`config.mk`:
```
export PLATFORM = sky130hd
export DESIGN_NAME = mgt_reset_seq
export DESIGN_NICKNAME = d
export VERILOG_FILES = /design/src/rtl/mgt_reset_pkg.sv /design/src/rtl/sync_pipe.sv /design/src/rtl/mgt_reset_seq.sv
export SDC_FILE = /design/constraint.sdc
export NUM_CORES = 1
export LEC_CHECK = 0
export ABC_CLOCK_PERIOD_IN_PS = 2300
export BUFFER_PORTS_ARGS = -buffer_cell sky130_fd_sc_hd__buf_2
export CAP_MARGIN = 20
export CORE_MARGIN = 5
export CORE_UTILIZATION = 45
export DETAILED_ROUTE_END_ITERATION = 10
export PLACE_DENSITY = 0.72
export SYNTH_ARGS = -nofsm -noshare
export SYNTH_HDL_FRONTEND = slang
export SYNTH_SLANG_ARGS = --single-unit
```
`constraint.sdc`:
```
create_clock -name clk -period 2.3 [get_ports clk]
set_input_delay 0.46 -clock clk [delete_from_list [all_inputs] [get_ports clk]]
set_output_delay 0.46 -clock clk [all_outputs]
set_load 0.005 [all_outputs]
```
`src/rtl/mgt_reset_pkg.sv`:
```
// mgt_reset_pkg: shared state encoding, default timing constants and helpers for the transceiver reset sequencer
package mgt_reset_pkg;
  typedef enum logic [2:0] {IDLE, PLL_RST, WAIT_LOCK, GT_RST, WAIT_DONE, READY, FAIL} state_e;
  localparam int unsigned DEF_SYNC_STAGE       = 2;
  localparam int unsigned DEF_PLL_RESET_CYCLES = 16;
  localparam int unsigned DEF_LOCK_TIMEOUT     = 1024;
  localparam int unsigned DEF_GT_RESET_CYCLES  = 8;
  localparam int unsigned DEF_DONE_TIMEOUT     = 1024;
  localparam int unsigned DEF_MAX_RETRIES      = 3;
  function automatic int unsigned max2(input int unsigned a, input int unsigned b);
    return a > b ? a : b;
  endfunction
endpackage

```
`src/rtl/sync_pipe.sv`:
```
// sync_pipe: multi-flop synchroniser bringing an asynchronous level into the clk domain
module sync_pipe #(
  parameter int unsigned Stages     = 2,
  parameter logic        ResetValue = 1'b0
) (
  input  logic clk,
  input  logic reset,
  input  logic d,
  output logic q
);
  logic [Stages-1:0] pipe_q, pipe_d;
  always_comb pipe_d = {pipe_q[Stages-2:0], d};
  always_ff @(posedge clk)
    pipe_q <= reset ? {Stages{ResetValue}} : pipe_d;
  assign q = pipe_q[Stages-1];
endmodule

```
`src/rtl/mgt_reset_seq.sv`:
```
// mgt_reset_seq: transceiver channel bring-up sequencer with timeouts, bounded retries and a fault state
module mgt_reset_seq import mgt_reset_pkg::*; #(
  parameter int unsigned SyncStage      = DEF_SYNC_STAGE,
  parameter int unsigned PllResetCycles = DEF_PLL_RESET_CYCLES,
  parameter int unsigned LockTimeout    = DEF_LOCK_TIMEOUT,
  parameter int unsigned GtResetCycles  = DEF_GT_RESET_CYCLES,
  parameter int unsigned DoneTimeout    = DEF_DONE_TIMEOUT,
  parameter int unsigned MaxRetries     = DEF_MAX_RETRIES
) (
  input  logic clk,
  input  logic reset,
  input  logic start,
  input  logic pll_lock_async,
  input  logic reset_done_async,
  output logic pll_reset,
  output logic gt_reset,
  output logic userrdy,
  output logic ready,
  output logic error,
  output logic [max2(1, $clog2(MaxRetries+1))-1:0] retry_cnt
);
  localparam int unsigned RW = max2(1, $clog2(MaxRetries+1));
  localparam int unsigned CW = max2(1, $clog2(max2(max2(PllResetCycles, LockTimeout),
                                                   max2(GtResetCycles, DoneTimeout))));
  state_e state_q, state_d;
  logic [CW-1:0] cnt_q, cnt_d;
  logic [RW-1:0] retry_q, retry_d;
  logic lock_s, done_s, retry_go;
  logic pll_reset_q, pll_reset_d, gt_reset_q, gt_reset_d;
  logic userrdy_q, userrdy_d, ready_q, ready_d, error_q, error_d;

  sync_pipe #(.Stages(SyncStage), .ResetValue(1'b0)) u_lock_sync (
    .clk(clk), .reset(reset), .d(pll_lock_async), .q(lock_s));
  sync_pipe #(.Stages(SyncStage), .ResetValue(1'b0)) u_done_sync (
    .clk(clk), .reset(reset), .d(reset_done_async), .q(done_s));

  always_ff @(posedge clk) begin
    if (reset) begin
      state_q     <= IDLE;
      cnt_q       <= '0;
      retry_q     <= '0;
      pll_reset_q <= 1'b1;
      gt_reset_q  <= 1'b1;
      userrdy_q   <= 1'b0;
      ready_q     <= 1'b0;
      error_q     <= 1'b0;
    end else begin
      state_q     <= state_d;
      cnt_q       <= cnt_d;
      retry_q     <= retry_d;
      pll_reset_q <= pll_reset_d;
      gt_reset_q  <= gt_reset_d;
      userrdy_q   <= userrdy_d;
      ready_q     <= ready_d;
      error_q     <= error_d;
    end
  end

  // Timeouts and lock loss funnel into retry_go, resolved below in the same transition
  always_comb begin
    state_d  = state_q;
    retry_d  = retry_q;
    retry_go = 1'b0;
    unique case (state_q)
      IDLE, FAIL: if (start) begin
        state_d = PLL_RST;
        retry_d = '0;
      end
      PLL_RST:   if (cnt_q == CW'(PllResetCycles-1)) state_d = WAIT_LOCK;
      WAIT_LOCK: if (lock_s) state_d = GT_RST;
                 else retry_go = cnt_q == CW'(LockTimeout-1);
      GT_RST:    if (!lock_s) retry_go = 1'b1;
                 else if (cnt_q == CW'(GtResetCycles-1)) state_d = WAIT_DONE;
      WAIT_DONE: if (done_s) state_d = READY;
                 else retry_go = !lock_s || cnt_q == CW'(DoneTimeout-1);
      READY:     if (!lock_s) begin
        state_d = PLL_RST;
        retry_d = '0;
      end
      default:   state_d = IDLE;
    endcase
    if (retry_go) begin
      state_d = retry_q == RW'(MaxRetries) ? FAIL : PLL_RST;
      retry_d = retry_q == RW'(MaxRetries) ? retry_q : retry_q + RW'(1);
    end
    cnt_d = state_d != state_q ? '0 : (&cnt_q ? cnt_q : cnt_q + CW'(1));
  end

  // Outputs decoded from the next state so the registered copies line up with state_q
  always_comb begin
    pll_reset_d = state_d inside {IDLE, PLL_RST, FAIL};
    gt_reset_d  = state_d inside {IDLE, PLL_RST, WAIT_LOCK, GT_RST, FAIL};
    userrdy_d   = state_d inside {WAIT_DONE, READY};
    ready_d     = state_d == READY;
    error_d     = state_d == FAIL;
  end

  assign pll_reset = pll_reset_q;
  assign gt_reset  = gt_reset_q;
  assign userrdy   = userrdy_q;
  assign ready     = ready_q;
  assign error     = error_q;
  assign retry_cnt = retry_q;
endmodule

```
==> results.sh, run 1 <==
export IMPL_synth_avg_cell_area_um2=8.92
export IMPL_min_period_ns=2.17
export IMPL_reg2reg_setup_slack_ns=0.13
export IMPL_peakVddDrop_v=0.000552
export IMPL_status="finished, final reports clean"
export IMPL_hold_depth=2
export IMPL_syn_inst=146
export IMPL_drc=0
export IMPL_place_ws_ns=0.0746
export IMPL_maxCapViolCount=0
export IMPL_grt_pass1_vias=1050
export IMPL_ys_ff_latch=24
export IMPL_hold_viol=0
export IMPL_synth_edf_count=0
export IMPL_cp_arrival_ns=2.40
export IMPL_synthMostInstantiatedCell="dfxtp_1"
export IMPL_reg2reg_depth=6
export IMPL_power_leakage_nw=0.658
export IMPL_grt_pass1_wl_mm=4.51
export IMPL_io_pins=12
export IMPL_slew_violations=0
export IMPL_drt_pass1_iter_count=4
export IMPL_maxSlewHeadroom=0.736
export IMPL_fin_worst_skew_ns=0.00533
export IMPL_routedWlPerCell_um=14.0
export IMPL_crit_path_end_kind="register"
export IMPL_cts_sinks=24
export IMPL_htree_levels=1
export IMPL_initial_core_util=0.472
export IMPL_ant_nets=0
export IMPL_gp_congestion=0.972
export IMPL_fmax_ghz=0.461
export IMPL_cts_buffer_depth=2
export IMPL_hold_path_class="in -> reg"
export IMPL_cp_max_fo=10
export IMPL_cts_tree="done"
export IMPL_die_h_um=63.8
export IMPL_path_class="reg -> reg"
export IMPL_synth_commonest_cells="24 x dfxtp_1, 11 x nor3_1, 9 x a21oi_1, 9 x nand2_1, 9 x nor2_1"
export IMPL_drive_above_1_share=0.224
export IMPL_synth_top_area_frac=0.369
export IMPL_io_buffer_count=11
export IMPL_std_cell_rows=19
export IMPL_synth_area_mm2=0.00130
export IMPL_start_kind="register"
export IMPL_setup_tns_ns=0
export IMPL_yosysTopAreaCell="dfxtp_1"
export IMPL_cts_reportedPaths_clkPinSlew_ns=0.13
export IMPL_antenna_found_initial=0
export IMPL_finalSetupViolCount=0
export IMPL_num_antenna_cells=0
export IMPL_yosysUniqueCellTypes=47
export IMPL_p_per_area_mw_per_mm2=541
export IMPL_postCtsHoldBufs=0
export IMPL_drtIter0Drc=68
export IMPL_dieArea_mm2=0.00407
export IMPL_via_per_inst=5.84
export IMPL_clock_latency_ns=0.31
export IMPL_cts_buffers=3
export IMPL_wirelength_mm=2.74
export IMPL_r2r_start="state_q[2]$_SDFF_PP0_"
export IMPL_fin_ws_ns=0.133
export IMPL_cts_root_buf="clkbuf_4"
export IMPL_min_delay_start="reset_done_async"
export IMPL_whs_endpoint="u_done_sync.pipe_q[0]$_SDFF_PP0_"
export IMPL_async_reset_ff_frac=0
export IMPL_synth_area_leaders="dfxtp_1 37%, nor3_1 4.2%, a21oi_1 3.5%"
export IMPL_r2r_end="cnt_q[6]$_SDFFE_PP0N_"
export IMPL_grt_usage=0.133
export IMPL_grt_start_max_net_pins=15
export IMPL_syn_num_nets=153
export IMPL_syn_to_final_growth_pct=17.8
export IMPL_grt_overflow=0
export IMPL_core_mm2=0.00276
export IMPL_crit_required_ns=2.53
export IMPL_yosysSeqAreaShare=0.369
export IMPL_layout_nets=173
export IMPL_period_share=0.942
export IMPL_dp_hpwl_mm=2.13
export IMPL_ys_flop_type="dfxtp_1"
export IMPL_fin_util=0.556
export IMPL_yosysWarnings=0
export IMPL_worstMarginPinSlew_ns=0.397
export IMPL_num_vias=1144
export IMPL_die_x_um=63.8
-- sequential cells by signal, summed over array words and instances, names as in the netlist --
signal              count
cnt_q                  10
state_q                 3
retry_cnt               2
u_done_sync.pipe_q      2
u_lock_sync.pipe_q      2
error                   1
gt_reset                1
pll_reset               1
ready                   1
userrdy                 1
-- cell type report --
class	count	area (um^2)
fillers	240	1220
multi-input cells	110	790
flip-flops and latches	24	480
repair buffers	23	158
well taps	31	38.8
clock inverters	1	30.0
clock buffers	3	22.5
inverters	4	15.0
-- per-stage QoR --
stage,instances,instance area (um^2),hold WS (ns),power [mW]
2_1_floorplan,146,1300,0.414,0.499
3_3_place_gp,191,1440,0.423,0.518
3_5_place_dp,191,1440,0.439,0.519
4_1_cts,195,1490,0.338,0.819
5_1_grt,196,1530,0.340,0.865
6_report,196,1530,0.344,0.830
-- routing by layer --
layer | track usage | up-vias | part of all wire
met5 | 0 | - | 0
met4 | 0.0545 | 0 | 0.014
met3 | 0.0228 | 4 | 0.044
met2 | 0.221 | 29 | 0.46
met1 | 0.170 | 535 | 0.49
li1 | - | 576 | -
-- power breakdown --
part | internal, mW | leakage [nW] | switching (mW) | total (mW)
registers | 0.425 | 0.195 | 0.00750 | 0.432
logic | 0.0467 | 0.436 | 0.0469 | 0.0936
clock network | 0.176 | 0.0279 | 0.128 | 0.304
-- worst max-delay path by stage --
stage                                startpoint               endpoint  slack [ns]  cells past startpoint
final                     state_q[2]$_SDFF_PP0_  cnt_q[6]$_SDFFE_PP0N_        0.13                      6
after global routing      state_q[1]$_SDFF_PP0_  cnt_q[6]$_SDFFE_PP0N_       -0.01                      6
after CTS                 cnt_q[0]$_SDFFE_PP0N_  cnt_q[6]$_SDFFE_PP0N_        0.04                      8
after detailed placement  cnt_q[0]$_SDFFE_PP0N_  cnt_q[6]$_SDFFE_PP0N_        0.07                      8
after global placement    cnt_q[0]$_SDFFE_PP0N_  cnt_q[6]$_SDFFE_PP0N_        0.06                      8
after floorplan           cnt_q[0]$_SDFFE_PP0N_  cnt_q[6]$_SDFFE_PP0N_        0.21                      8
-- critical path, cell delays in order, from the launching register on --
cell and delay, ns:
dfxtp_1 0.46, or4b_1 0.48, a21o_1 0.24, o311a_1 0.16, a21oi_1 0.26, o211ai_4 0.19, a2111oi_4 0.28
-- timing repair --
| action | 4_1_cts | 5_1_grt |
|---|---|---|
| gates resized for setup | 0 | 4 |
| setup buffers | 0 | 1 |
| endpoints found under the setup margin | 0 | 10 |
-- logic make-up (layout without fill, tap and decap cells) --
kind of cell             Yosys count  in the layout  synth area share
multiplexers                       4              4            0.0317
XOR/XNOR                           4              4            0.0269
buffers and inverters             12             31            0.0423
AO/OA/AOI/OAI                     35             35             0.225
adder cells (fa/ha/maj)            2              2            0.0192
flip-flops                        24             24             0.369
AND/OR/NAND/NOR                   65             65             0.286
-- placed cells by master (no fill, tap or decap), types with 2 or more instances in the layout --
cell and n:
and4_1 2, nor4b_2 2, nand4_1 4, a21o_1 4, buf_4 11, clkbuf_4 3
inv_1 4, nor3_1 11, nor2_1 9, and3_1 4, buf_2 11, nand3_1 2
nand3b_1 3, nor2b_1 6, ha_1 2, xnor2_1 2, and2_1 4, xor2_1 2
nand2b_1 3, a22oi_1 2, mux2i_1 3, o21ai_0 3, a21oi_1 9, nand2_1 9
nor3b_1 2, dfxtp_1 24
(Power assumes the default switching activity.)
==> run 2, diff against run 1 <==
--- a/config.mk
+++ b/config.mk
@@ -8,10 +8,12 @@
 export ABC_CLOCK_PERIOD_IN_PS = 2300
 export BUFFER_PORTS_ARGS = -buffer_cell sky130_fd_sc_hd__buf_2
 export CAP_MARGIN = 20
+export CELL_PAD_IN_SITES_DETAIL_PLACEMENT = 0
+export CELL_PAD_IN_SITES_GLOBAL_PLACEMENT = 1
 export CORE_MARGIN = 5
-export CORE_UTILIZATION = 45
+export CORE_UTILIZATION = 44
 export DETAILED_ROUTE_END_ITERATION = 10
-export PLACE_DENSITY = 0.72
+export PLACE_DENSITY = 0.86
 export SYNTH_ARGS = -nofsm -noshare
 export SYNTH_HDL_FRONTEND = slang
 export SYNTH_SLANG_ARGS = --single-unit
==> run 2 against run 1 <==
Wire length increased by 9.1%. Sequential power about the same. First-iteration DRC count decreased by 16%. Highest routed layer unchanged.
==> results.sh, run 2 (synthesized netlist as in run 1, its figures left out) <==
export IMPL_grt_pass1_wl_mm=4.94
export IMPL_drc=0
export IMPL_finalSetupViolCount=0
export IMPL_num_vias=1185
export IMPL_cts_tree="done"
export IMPL_cts_sinks=24
export IMPL_syn_to_final_growth_pct=20.2
export IMPL_io_pins=12
export IMPL_drive_above_1_share=0.249
export IMPL_gp_congestion=0.942
export IMPL_intPower_mw=0.652
export IMPL_drtIter0Drc=57
export IMPL_peakVddDrop_v=0.000489
export IMPL_cts_root_buf="clkbuf_4"
export IMPL_cts_reportedPaths_clkPinSlew_ns=0.13
export IMPL_via_per_inst=5.93
export IMPL_dp_hpwl_mm=2.28
export IMPL_power_frac_comb=0.123
export IMPL_final_area_mm2=0.00157
export IMPL_clock_power_share=0.362
export IMPL_p_per_area_mw_per_mm2=535
export IMPL_routedWlPerCell_um=15.0
export IMPL_crit_path_end_kind="register"
export IMPL_grt_usage=0.148
export IMPL_clock_latency_ns=0.31
export IMPL_grt_overflow=0
export IMPL_initial_core_util=0.464
export IMPL_maxCapViolCount=0
export IMPL_status="finished, final reports clean"
export IMPL_layout_nets=177
export IMPL_layout_commonest_cell="dfxtp_1"
export IMPL_p_switching_mw=0.185
export IMPL_reg_largest_list="cnt_q x10, state_q x3"
export IMPL_cp_arrival_ns=2.43
export IMPL_period_share=0.957
export IMPL_wirelength_mm=2.99
export IMPL_place_area_mm2=0.00149
export IMPL_std_cell_rows=19
export IMPL_io_buffer_count=11
export IMPL_worstMarginPinSlew_ns=0.387
export IMPL_power_leakage_nw=0.679
export IMPL_drt_pass1_iter_count=4
export IMPL_regMostFlops="cnt_q"
export IMPL_cts_resized_gates=0
export IMPL_num_antenna_cells=0
export IMPL_setup_tns_ns=0
export IMPL_cp_max_fo=4
export IMPL_rsz0062_at_grt="no"
export IMPL_grt_start_max_net_pins=15
export IMPL_cts_buffer_depth=2
export IMPL_htree_levels=1
export IMPL_min_period_ns=2.20
export IMPL_slew_violations=0
export IMPL_path_class="reg -> reg"
export IMPL_postCtsHoldBufs=0
export IMPL_cts_buffers=3
export IMPL_core_mm2=0.00281
export IMPL_crit_required_ns=2.53
export IMPL_hold_path_class="in -> reg"
export IMPL_pwr_share_seq=0.515
export IMPL_start_kind="register"
export IMPL_mostFrequentLayoutCells="23 x dfxtp_1, 15 x buf_4, 11 x nor3_1, 11 x buf_2"
export IMPL_hold_viol=0
export IMPL_fmax_ghz=0.454
export IMPL_fin_worst_skew_ns=0.00240
export IMPL_die_h_um=64.4
export IMPL_dieArea_mm2=0.00415
export IMPL_switching_share=0.221
export IMPL_largest_reg_flops=10
export IMPL_ant_nets=0
export IMPL_antenna_found_initial=0
export IMPL_maxSlewHeadroom=0.740
export IMPL_cts_setup_buffers=0
export IMPL_die_x_um=64.4
export IMPL_grt_pass1_vias=1087
run 2: cell count changes in the layout (fill, tap and decap cells not counted), sizes merged:
cell  previous run  this run
buf             23        27
run 2: worst max-delay path, cell delays in order (launching register included):
cell	delay, ns
dfxtp_1	0.34
ha_1	0.24
nor4b_2	0.17
buf_4	0.14
o211a_1	0.13
nand2b_1	0.17
a221o_1	0.33
a32o_2	0.28
a2111oi_4	0.32
run 2: path summary, 6_finish.rpt:
path              cells past startpoint  slack, ns                          endpoint                        startpoint
setup / recovery                      8        0.1             cnt_q[6]$_SDFFE_PP0N_             cnt_q[0]$_SDFFE_PP0N_
hold reg to reg                       1       0.46  u_lock_sync.pipe_q[1]$_SDFF_PP0_  u_lock_sync.pipe_q[0]$_SDFF_PP0_
setup reg to reg                      8        0.1             cnt_q[6]$_SDFFE_PP0N_             cnt_q[0]$_SDFFE_PP0N_
hold / removal                        2       0.35  u_done_sync.pipe_q[0]$_SDFF_PP0_                  reset_done_async
run 2: layout make-up:
class                           instances  area [um^2]
Fill cell                             264         1240
Multi-Input combinational cell        110          787
Sequential cell                        24          484
Timing Repair Buffer                   27          188
Tap cell                               31         38.8
Clock inverter                          1         30.0
Clock buffer                            3         22.5
Inverter                                4         15.0
run 2: metrics by stage:
stage / util / hold WS, ns / setup WS [ns] / std cells / power (mW)
final: 0.558 / 0.348 / 0.0997 / 200 / 0.837
after floorplan: - / 0.414 / 0.212 / 146 / 0.499
after global placement: 0.531 / 0.417 / 0.0987 / 196 / 0.537
after CTS: 0.550 / 0.338 / 0.0259 / 200 / 0.842
after global routing: 0.558 / 0.344 / 0.00873 / 200 / 0.879
after detailed placement: 0.531 / 0.432 / 0.0448 / 196 / 0.541
run 2: power groups by stage:
stage / combinational [mW] / sequential (mW) / clock (mW)
CTS: 0.0998 / 0.432 / 0.310
detailed placement: 0.0994 / 0.441 / 0
floorplan: 0.0597 / 0.439 / 0
global placement: 0.0959 / 0.441 / 0
finish: 0.103 / 0.431 / 0.303
global route: 0.111 / 0.433 / 0.335
run 2: metal layers:
metal  vias to the layer above  wire length [um]  track usage  part of all wire
li1                        590                 -            -                 -
met1                       563              1370        0.187              0.46
met2                        26              1470        0.249              0.49
met3                         6               119       0.0368             0.040
met4                         0                35       0.0449             0.012
met5                         -                 0            0                 0
